### config.mk
export PLATFORM = sky130hd
export DESIGN_NAME = if_fetch_unit
export DESIGN_NICKNAME = d
export VERILOG_FILES = /design/src/rtl/if_pkg.sv /design/src/rtl/if_instr_fifo.sv /design/src/rtl/if_fetch_unit.sv
export SDC_FILE = /design/constraint.sdc
export NUM_CORES = 1
export LEC_CHECK = 0
export BUFFER_PORTS_ARGS = -buffer_cell sky130_fd_sc_hd__buf_2
export CAP_MARGIN = 30
export CORE_AREA = 2 2 118 149
export DETAILED_ROUTE_END_ITERATION = 10
export DIE_AREA = 0 0 120 151
export GPL_ROUTABILITY_DRIVEN = 0
export PLACE_DENSITY = 0.88
export SETUP_SLACK_MARGIN = 0.15
export SLEW_MARGIN = 20
export SYNTH_ARGS = -nofsm -noshare
export SYNTH_HDL_FRONTEND = slang
export SYNTH_SLANG_ARGS = --single-unit
### constraint.sdc
create_clock -name clk -period 5.6 [get_ports clk]
set_input_delay 0.84 -clock clk [delete_from_list [all_inputs] [get_ports clk]]
set_output_delay 0.84 -clock clk [all_outputs]
set_load 0.005 [all_outputs]
### src/rtl/if_pkg.sv
// Shared types and constants for the instruction fetch stage.
package if_pkg;

  localparam int unsigned XLEN = 32;

  localparam logic [XLEN-1:0] RESET_PC_DEF = 32'h0000_0000;
  localparam logic [XLEN-1:0] PC_STEP      = 32'd4;

  typedef enum logic [0:0] {
    RUN   = 1'b0,
    DRAIN = 1'b1
  } fetch_state_e;

  typedef struct packed {
    logic [XLEN-1:0] instr;
    logic [XLEN-1:0] pc;
  } fetch_entry_t;

  function automatic logic [XLEN-1:0] align_word(input logic [XLEN-1:0] addr);
    return {addr[XLEN-1:2], 2'b00};
  endfunction

endpackage

### src/rtl/if_instr_fifo.sv
// In-order queue of fetch entries with synchronous flush; QDEPTH must be a power of 2.
module if_instr_fifo
  import if_pkg::*;
#(
  parameter int unsigned QDEPTH = 2
) (
  input  logic                           clk,
  input  logic                           reset_n,
  input  logic                           flush,
  input  logic                           push,
  input  fetch_entry_t                   push_data,
  input  logic                           pop,
  output fetch_entry_t                   head,
  output logic [$clog2(QDEPTH+1)-1:0]    count,
  output logic                           empty,
  output logic                           full
);

  localparam int unsigned PTR_W = (QDEPTH > 1) ? $clog2(QDEPTH) : 1;
  localparam int unsigned CNT_W = $clog2(QDEPTH + 1);

  fetch_entry_t     mem_q [QDEPTH];
  fetch_entry_t     mem_d [QDEPTH];
  logic [PTR_W-1:0] wr_ptr_q, wr_ptr_d;
  logic [PTR_W-1:0] rd_ptr_q, rd_ptr_d;
  logic [CNT_W-1:0] count_q, count_d;

  // Flush wins over push/pop in the same cycle.
  always_comb begin
    mem_d    = mem_q;
    wr_ptr_d = wr_ptr_q;
    rd_ptr_d = rd_ptr_q;
    count_d  = count_q;
    if (flush) begin
      wr_ptr_d = '0;
      rd_ptr_d = '0;
      count_d  = '0;
    end else begin
      if (push) begin
        mem_d[wr_ptr_q] = push_data;
        wr_ptr_d        = wr_ptr_q + PTR_W'(1);
      end
      if (pop) begin
        rd_ptr_d = rd_ptr_q + PTR_W'(1);
      end
      count_d = count_q + CNT_W'(push) - CNT_W'(pop);
    end
  end

  always_ff @(posedge clk or negedge reset_n) begin
    if (!reset_n) begin
      for (int i = 0; i < int'(QDEPTH); i++) begin
        mem_q[i] <= '0;
      end
      wr_ptr_q <= '0;
      rd_ptr_q <= '0;
      count_q  <= '0;
    end else begin
      mem_q    <= mem_d;
      wr_ptr_q <= wr_ptr_d;
      rd_ptr_q <= rd_ptr_d;
      count_q  <= count_d;
    end
  end

  assign head  = mem_q[rd_ptr_q];
  assign count = count_q;
  assign empty = (count_q == '0);
  assign full  = (count_q == CNT_W'(QDEPTH));

  assert property (@(posedge clk) disable iff (!reset_n) !(pop && empty && !flush));

endmodule

### src/rtl/if_fetch_unit.sv
// Fetch stage: credit-limited word requests to imem, in-order response queue to decode, redirect flush.
module if_fetch_unit
  import if_pkg::*;
#(
  parameter logic [31:0] RESET_PC = RESET_PC_DEF,
  parameter int unsigned QDEPTH   = 2
) (
  input  logic        clk,
  input  logic        reset_n,
  output logic        imem_req,
  output logic [31:0] imem_addr,
  input  logic        imem_gnt,
  input  logic        imem_rvalid,
  input  logic [31:0] imem_rdata,
  input  logic        redirect_valid,
  input  logic [31:0] redirect_pc,
  output logic        instr_valid,
  output logic [31:0] instr,
  output logic [31:0] instr_pc,
  input  logic        instr_ready
);

  localparam int unsigned CNT_W = $clog2(QDEPTH + 1);
  localparam int unsigned SUM_W = CNT_W + 1;

  fetch_state_e     state_q, state_d;
  logic [31:0]      fetch_pc_q, fetch_pc_d;
  logic             imem_req_q, imem_req_d;
  logic [31:0]      imem_addr_q, imem_addr_d;
  // outstanding counts every request in flight, discarded ones included
  logic [CNT_W-1:0] outstanding_q, outstanding_d;
  logic [CNT_W-1:0] discard_q, discard_d;
  logic [CNT_W-1:0] q_count_next;
  logic             credit_ok;

  logic             grant;
  logic             resp_drop;
  logic             q_push, q_pop;
  fetch_entry_t     q_wdata, q_head;
  logic [CNT_W-1:0] q_count;
  logic             q_empty, q_full;

  logic             tag_push;
  fetch_entry_t     tag_wdata, tag_head;
  logic             tag_empty;
  logic [CNT_W-1:0] tag_count_unused;
  logic             tag_full_unused;
  logic [31:0]      tag_instr_unused;

  assign grant     = imem_req_q & imem_gnt;
  assign resp_drop = imem_rvalid & (state_q == DRAIN);
  assign q_push    = imem_rvalid & ~resp_drop & ~redirect_valid;
  assign q_pop     = ~q_empty & instr_ready & ~redirect_valid;
  assign tag_push  = grant & ~redirect_valid;

  assign tag_wdata        = '{instr: 32'h0, pc: imem_addr_q};
  assign q_wdata          = '{instr: imem_rdata, pc: tag_head.pc};
  assign tag_instr_unused = tag_head.instr;

  if_instr_fifo #(
    .QDEPTH (QDEPTH)
  ) u_instr_q (
    .clk       (clk),
    .reset_n   (reset_n),
    .flush     (redirect_valid),
    .push      (q_push),
    .push_data (q_wdata),
    .pop       (q_pop),
    .head      (q_head),
    .count     (q_count),
    .empty     (q_empty),
    .full      (q_full)
  );

  // PC tags of live (non-discarded) requests, popped as their words land in the queue.
  if_instr_fifo #(
    .QDEPTH (QDEPTH)
  ) u_tag_q (
    .clk       (clk),
    .reset_n   (reset_n),
    .flush     (redirect_valid),
    .push      (tag_push),
    .push_data (tag_wdata),
    .pop       (q_push),
    .head      (tag_head),
    .count     (tag_count_unused),
    .empty     (tag_empty),
    .full      (tag_full_unused)
  );

  // Counters, fetch PC and request register; redirect overrides all normal bookkeeping.
  always_comb begin
    state_d       = state_q;
    outstanding_d = outstanding_q + CNT_W'(grant) - CNT_W'(imem_rvalid);
    discard_d     = discard_q - CNT_W'(resp_drop);
    fetch_pc_d    = grant ? (fetch_pc_q + PC_STEP) : fetch_pc_q;
    q_count_next  = q_count + CNT_W'(q_push) - CNT_W'(q_pop);
    imem_req_d    = 1'b0;

    if (redirect_valid) begin
      discard_d    = outstanding_d;
      fetch_pc_d   = align_word(redirect_pc);
      q_count_next = '0;
    end

    unique case (state_q)
      RUN: begin
        if (redirect_valid && (outstanding_d != '0)) begin
          state_d = DRAIN;
        end
      end
      DRAIN: begin
        if (discard_d == '0) begin
          state_d = RUN;
        end
      end
      default: state_d = RUN;
    endcase

    credit_ok = (SUM_W'(q_count_next) + SUM_W'(outstanding_d)) < SUM_W'(QDEPTH);

    if (redirect_valid) begin
      imem_req_d = 1'b0;
    end else if (imem_req_q && !imem_gnt) begin
      imem_req_d = 1'b1;
    end else begin
      imem_req_d = credit_ok;
    end

    imem_addr_d = fetch_pc_d;
  end

  always_ff @(posedge clk or negedge reset_n) begin
    if (!reset_n) begin
      state_q       <= RUN;
      fetch_pc_q    <= RESET_PC;
      imem_req_q    <= 1'b0;
      imem_addr_q   <= RESET_PC;
      outstanding_q <= '0;
      discard_q     <= '0;
    end else begin
      state_q       <= state_d;
      fetch_pc_q    <= fetch_pc_d;
      imem_req_q    <= imem_req_d;
      imem_addr_q   <= imem_addr_d;
      outstanding_q <= outstanding_d;
      discard_q     <= discard_d;
    end
  end

  assign imem_req    = imem_req_q;
  assign imem_addr   = imem_addr_q;
  assign instr_valid = ~q_empty;
  assign instr       = q_head.instr;
  assign instr_pc    = q_head.pc;

  assert property (@(posedge clk) disable iff (!reset_n) !(imem_rvalid && (outstanding_q == '0)));
  assert property (@(posedge clk) disable iff (!reset_n) !(q_push && q_full && !q_pop));
  assert property (@(posedge clk) disable iff (!reset_n) !(q_push && tag_empty));

endmodule

## Word-level counts from Yosys, hierarchy flattened

Cells that the tools add are included.

- Register bits after elaboration: 300
- Word-level logic and storage cells: 94

- Add/sub/neg operators: 11
- Order comparisons: 7
- Mux-type cells: 29
- Bitwise operators: 15
- Reduce and logical (&&, ||, !) cells: 14

Operators by type and width:

| kind | number |
|---|---|
| $mux 64 | 5 |
| $bwmux 128 | 2 |
| $mux 32 | 5 |
| $demux 64 s1 | 2 |
| $add 32x3->32 const B | 1 |
| $mux 1 | 12 |
| $reduce_bool 2->1 | 5 |
| $ge 2x2->1 const B | 4 |
| $not 1->2 | 4 |
| $and 1x1->1 | 7 |
| $sub 2x1->2 | 3 |
| $add 1x1->1 const B | 4 |
| $add 2x1->2 | 2 |
| $logic_and 1x1->1 | 4 |
| $logic_not 2->1 | 2 |
| $lt 2x1->1 const B | 2 |
| $mux 2 | 2 |
| $not 1->1 | 4 |
| $reduce_and 2->1 | 2 |
| $add 2x2->3 | 1 |
| $lt 3x2->1 const B | 1 |
| $pmux 1 s2 | 1 |
| $logic_not 1->1 | 1 |

## Longest topological paths before layout

- Word-level depth: 11
- Mapped depth: 13
- Mapped depth without buffers: 13

## By module

Synthesis repeated with hierarchy kept, for this count alone.

- Cells, all modules: 973
- Area, all modules: 14393.8 um^2

By module, submodules not included:

| module | instances | cells each | area an instance (um^2) | seq. area each (um^2) |
|---|---|---|---|---|
| if_instr_fifo | 2 | 360 | 6058.3 | 3303.2 |
| if_fetch_unit | 1 | 253 | 2277.2 | 900.9 |

## Worst setup path after synthesis

OpenSTA, ideal clock, no wires.

- Path kind: input port to flip-flop
- From: input redirect_valid
- To: register imem_req_q, in the netlist imem_req
- Arrival: 2963 ps
- Slack: 2505 ps
- Cell stages on the path: 13
- Cell sequence: clkbuf_1 clkbuf_1 nor2_1 ha_1 inv_1 ha_1 xor2_1 xnor2_1 nor2_1 fa_1 nor2_1 a21oi_1 nor2_1

- Cells in the longest elaborated chain, start to end: 9

RTL lines:

| what | RTL line | source |
|---|---|---|
| start, declared | if_fetch_unit.sv:15 | `input logic redirect_valid,` |
| $not 1->1 (no line) | n/a |  |
| $and 1x1->1 | if_fetch_unit.sv:52 | `assign q_push = imem_rvalid & ~resp_drop & ~redirect_valid;` |
| $add 2x1->2 | if_fetch_unit.sv:97 | `q_count_next = q_count + CNT_W'(q_push) - CNT_W'(q_pop);` |
| $sub 2x1->2 | if_fetch_unit.sv:97 |  |
| $mux 2 (*) | if_fetch_unit.sv:100 | `if (redirect_valid) begin` |
| net q_count_next[1] | if_fetch_unit.sv:33 | `logic [CNT_W-1:0] q_count_next;` |
| $add 2x2->3 (*) | if_fetch_unit.sv:120 | `credit_ok = (SUM_W'(q_count_next) + SUM_W'(outstanding_d)) < SUM_W'(QDEPTH);` |
| $lt 3x2->1 (*) | if_fetch_unit.sv:120 |  |
| $mux 1 (*) | if_fetch_unit.sv:124 | `end else if (imem_req_q && !imem_gnt) begin` |
| $mux 1 (*) | if_fetch_unit.sv:122 | `if (redirect_valid) begin` |
| net imem_req_d | if_fetch_unit.sv:28 | `logic imem_req_q, imem_req_d;` |
| end signal, assigned | if_fetch_unit.sv:144 | `imem_req_q <= imem_req_d;` |
| end, declared | if_fetch_unit.sv:28 |  |

The timed path passes the listed nets; every way through them passes the cells marked *.
A chain may end at the register's enable or synchronous reset.

## Worst setup path in the final report

- From: register u_instr_q.rd_ptr_q
- To: output instr_pc[20]

- Cells in the longest elaborated chain, start to end: 4

RTL lines:

| what | RTL line | source |
|---|---|---|
| start, declared | if_instr_fifo.sv:25 | `logic [PTR_W-1:0] rd_ptr_q, rd_ptr_d;` |
| start signal, assigned | if_instr_fifo.sv:61 | `rd_ptr_q <= rd_ptr_d;` |
| $not 1->2 (not written as such) | if_instr_fifo.sv:66 | `assign head = mem_q[rd_ptr_q];` |
| $mux 64 (not written as such) (3 in a row) | if_instr_fifo.sv:66 |  |
| end, declared | if_fetch_unit.sv:19 | `output logic [31:0] instr_pc,` |

No other way between the ends. The select of a mux whose other input is x is not followed.

==> flow_summary_export.csv <==
group,metric,value,unit
status,status,"finished clean",
global_route,grt_pass1_vias,6968,
global_route,antenna_found_initial,0,
detailed_routing,dr.pass1.iters,5,
logic_synthesis,synth_area_leaders,"dfrtp_1, mux2_2, a21oi_1, mux2i_1, nor2_1",
place,place_ws,2090,ps
hold_path,min_path_type,"in2async",
clock_network,cts_hold_buf,0,
timing,setup_tns,0,ps
logic_synthesis,ys_warn_count,0,
pwr,ir_worst_vdd,0.246,mV
final_layout,nets,1031,
clock_network,cts.clk_slew.worst_paths,60,ps
detailed_routing,via_count,6781,
timing,finalCritPeriodShare,59.0,%
die,die_h,151,um
place,portBuffers,161,
detailed_routing,vias_per_cell,5.71,
final_layout,nFillCells,1169,
die,start_util,60.2,%
detailed_routing,wl_per_cell,18.4,um
logic_synthesis,syn_avg_cell_area,12.4,sq um
clock_network,cts_buffers,22,
pwr,p_leak,5.36,nW
final_layout,final_area,11700,sq um
timing,hold_ws,336,ps
final_layout,fin_cells,1187,
logic_synthesis,netlist_instances,810,
clock_network,clkLatencyLatePin,500,ps
die,core_region_area,16600,sq um
detailed_routing,drt_iter0_drc,488,
timing,skew,8.34,ps
timing,max_freq,302,MHz
global_route,grt_pass1_wl,34600,um
die,dieArea,18100,sq um
place,dpl.hpwl,14300,um
clock_network,cts_sinks,226,
die,dieWidth,120,um
detailed_routing,totalWireLength,21800,um
critical_path,cp_max_fo,37,
timing,hold_viol,0,
logic_synthesis,ys_seq_area_share,56.4,%
final_layout,multi_input_area,4120,sq um
timing,rsz0062_at_grt,"false",
job,maxCapViolCount,0,
critical_path,worstPathRequired,4760,ps
die,num_rows,53,
timing,fin_crit,3310,ps
timing,layout_setup_ws,2290,ps
clock_network,cts.path.max_buffers,3,
logic_synthesis,synth_seq_cells,226,
final_layout,register_area,5660,sq um
timing,tightest_slew,1040,ps
timing,maxSlewViolCount,0,
logic_synthesis,synth_top_area_share,56.4,%
global_route,track_usage,23.9,%
global_route,grt_max_degree,131,
logic_synthesis,synth_top_cell_by_area,"dfrtp_1",
clock_network,cts_resized,0,
final_layout,diodes,0,
critical_path,startpoint_type,"flip-flop",
critical_path,crit_type,"reg2out",
place,placed_cell_area,11000,sq um
critical_path,endpoint_kind,"output pin",
final_layout,area_growth,16.7,%
clock_network,post-cts-setup-buffer-count,0,
timing,setup_viol,0,
detailed_routing,drc,0,
final_layout,drive_gt1_share,41.5,%
logic_synthesis,yosysUniqueCellTypes,36,
pwr,powerDensity,513,nW/um^2
place,dpl.cell_count,1150,
clock_network,cts_root_buf,"clkbuf_16",
die,io_pins,168,
clock_network,cts_tree,"yes",
timing,slew_headroom,30.8,%
detailed_routing,antenna_left,0,
clock_network,h-tree-depth,1,
critical_path,arrival,2470,ps
logic_synthesis,synthesis.area,10000,sq um
global_route,overflow,0,
## cell usage in the layout (no fill, tap or decap), types with 7 or more instances in the layout
| cell | instances |
|---|---|
| nand2_1 | 38 |
| o21ai_0 | 21 |
| xnor2_1 | 16 |
| buf_2 | 160 |
| buf_4 | 7 |
| mux2i_1 | 31 |
| inv_1 | 11 |
| xor2_1 | 21 |
| mux2_2 | 189 |
| dfrtp_1 | 224 |
| nor2_1 | 73 |
| clkbuf_16 | 23 |
| nand3_1 | 16 |
| a21oi_1 | 63 |
## worst paths after layout
kind,from,endpoint,slack [ps],cells after the start
setup / recovery,u_instr_q.rd_ptr_q$_DFFE_PN0P_,instr_pc[20],2290,3
hold / removal,reset_n,u_instr_q.mem_q[12]$_DFFE_PN0P_,340,1
setup reg to reg,state_q$_DFF_PN0_,u_instr_q.mem_q[110]$_DFFE_PN0P_,2690,5
hold reg to reg,u_instr_q.mem_q[49]$_DFFE_PN0P_,u_instr_q.mem_q[49]$_DFFE_PN0P_,500,1
max in group asynchronous,reset_n,u_tag_q.rd_ptr_q$_DFFE_PN0P_,4100,2
min in group clk,u_instr_q.mem_q[49]$_DFFE_PN0P_,u_instr_q.mem_q[49]$_DFFE_PN0P_,500,1
## state kept, by name (all words and copies together), names as in the netlist, 2 cells and up
name and cells:
u_instr_q.count 2, discard_q 2, outstanding_q 2, u_tag_q.mem_q 60, imem_addr 30, u_instr_q.mem_q 124
## through the flow
stage	util, %	power (mW)
after global routing	70.2	6.35
final	70.2	5.99
after CTS	70.2	6.03
after detailed placement	66.0	4.54
after global placement	66.0	4.41
after floorplan	-	3.85
## kinds of logic (layout without fill, tap and decap cells)
logic type | count (synthesis) | in the layout | synth area share, %
mux | 220 | 220 | 24.3
buf+inv | 63 | 217 | 2.68
other cells | 1 | 4 | 0.0374
simple gates | 164 | 164 | 7.68
xor+xnor | 37 | 37 | 3.23
fa+ha+maj | 7 | 7 | 0.949
compound gates | 92 | 92 | 4.63
flops | 226 | 226 | 56.4
## worst max-delay path, stage by stage (launching register included)
cell	delay (ps)
dfrtp_2	770
buf_4	610
mux2_2	430
buf_2	130
## layout make-up
cell class                 count  share of cell area [%]
timing repair buffer         169                    7.60
multi-input combinational    524                    35.3
sequential                   226                    48.4
tap                          220                    2.35
inverter                      11                   0.353
clock inverter                 6                   0.685
clock buffer                  31                    5.35
## Yosys cell counts (all sizes together)
| cell | instances |
|---|---|
| and2 | 3 |
| fa | 1 |
| mux2i | 31 |
| nand2b | 1 |
| and3 | 3 |
| ha | 6 |
| or2 | 1 |
| dfrtp | 226 |
| nor2 | 73 |
| xnor2 | 16 |
| nand4 | 6 |
| mux2 | 189 |
| o21ai | 27 |
| nand2 | 38 |
| buf | 23 |
| or4 | 1 |
| nor4 | 7 |
| nor4b | 1 |
| xor2 | 21 |
| clkbuf | 29 |
| a22oi | 1 |
| and4 | 4 |
| nand3 | 17 |
| a21oi | 63 |
| a31oi | 1 |
| conb | 1 |
| nor3 | 6 |
| nor2b | 3 |
| inv | 11 |
## power breakdown
part	internal, mW	total (mW)	switching, mW
logic	1.01	1.80	0.793
clock network	0.867	1.46	0.597
registers	2.31	2.73	0.418
total	4.19	5.99	1.81
## routing by layer
metal / wire (um) / track usage [%]
met5: 0 / 0
met4: 419 / 6.82
met3: 1230 / 4.14
met2: 11300 / 42.5
met1: 8920 / 30.3
(Power assumes the default switching activity.)
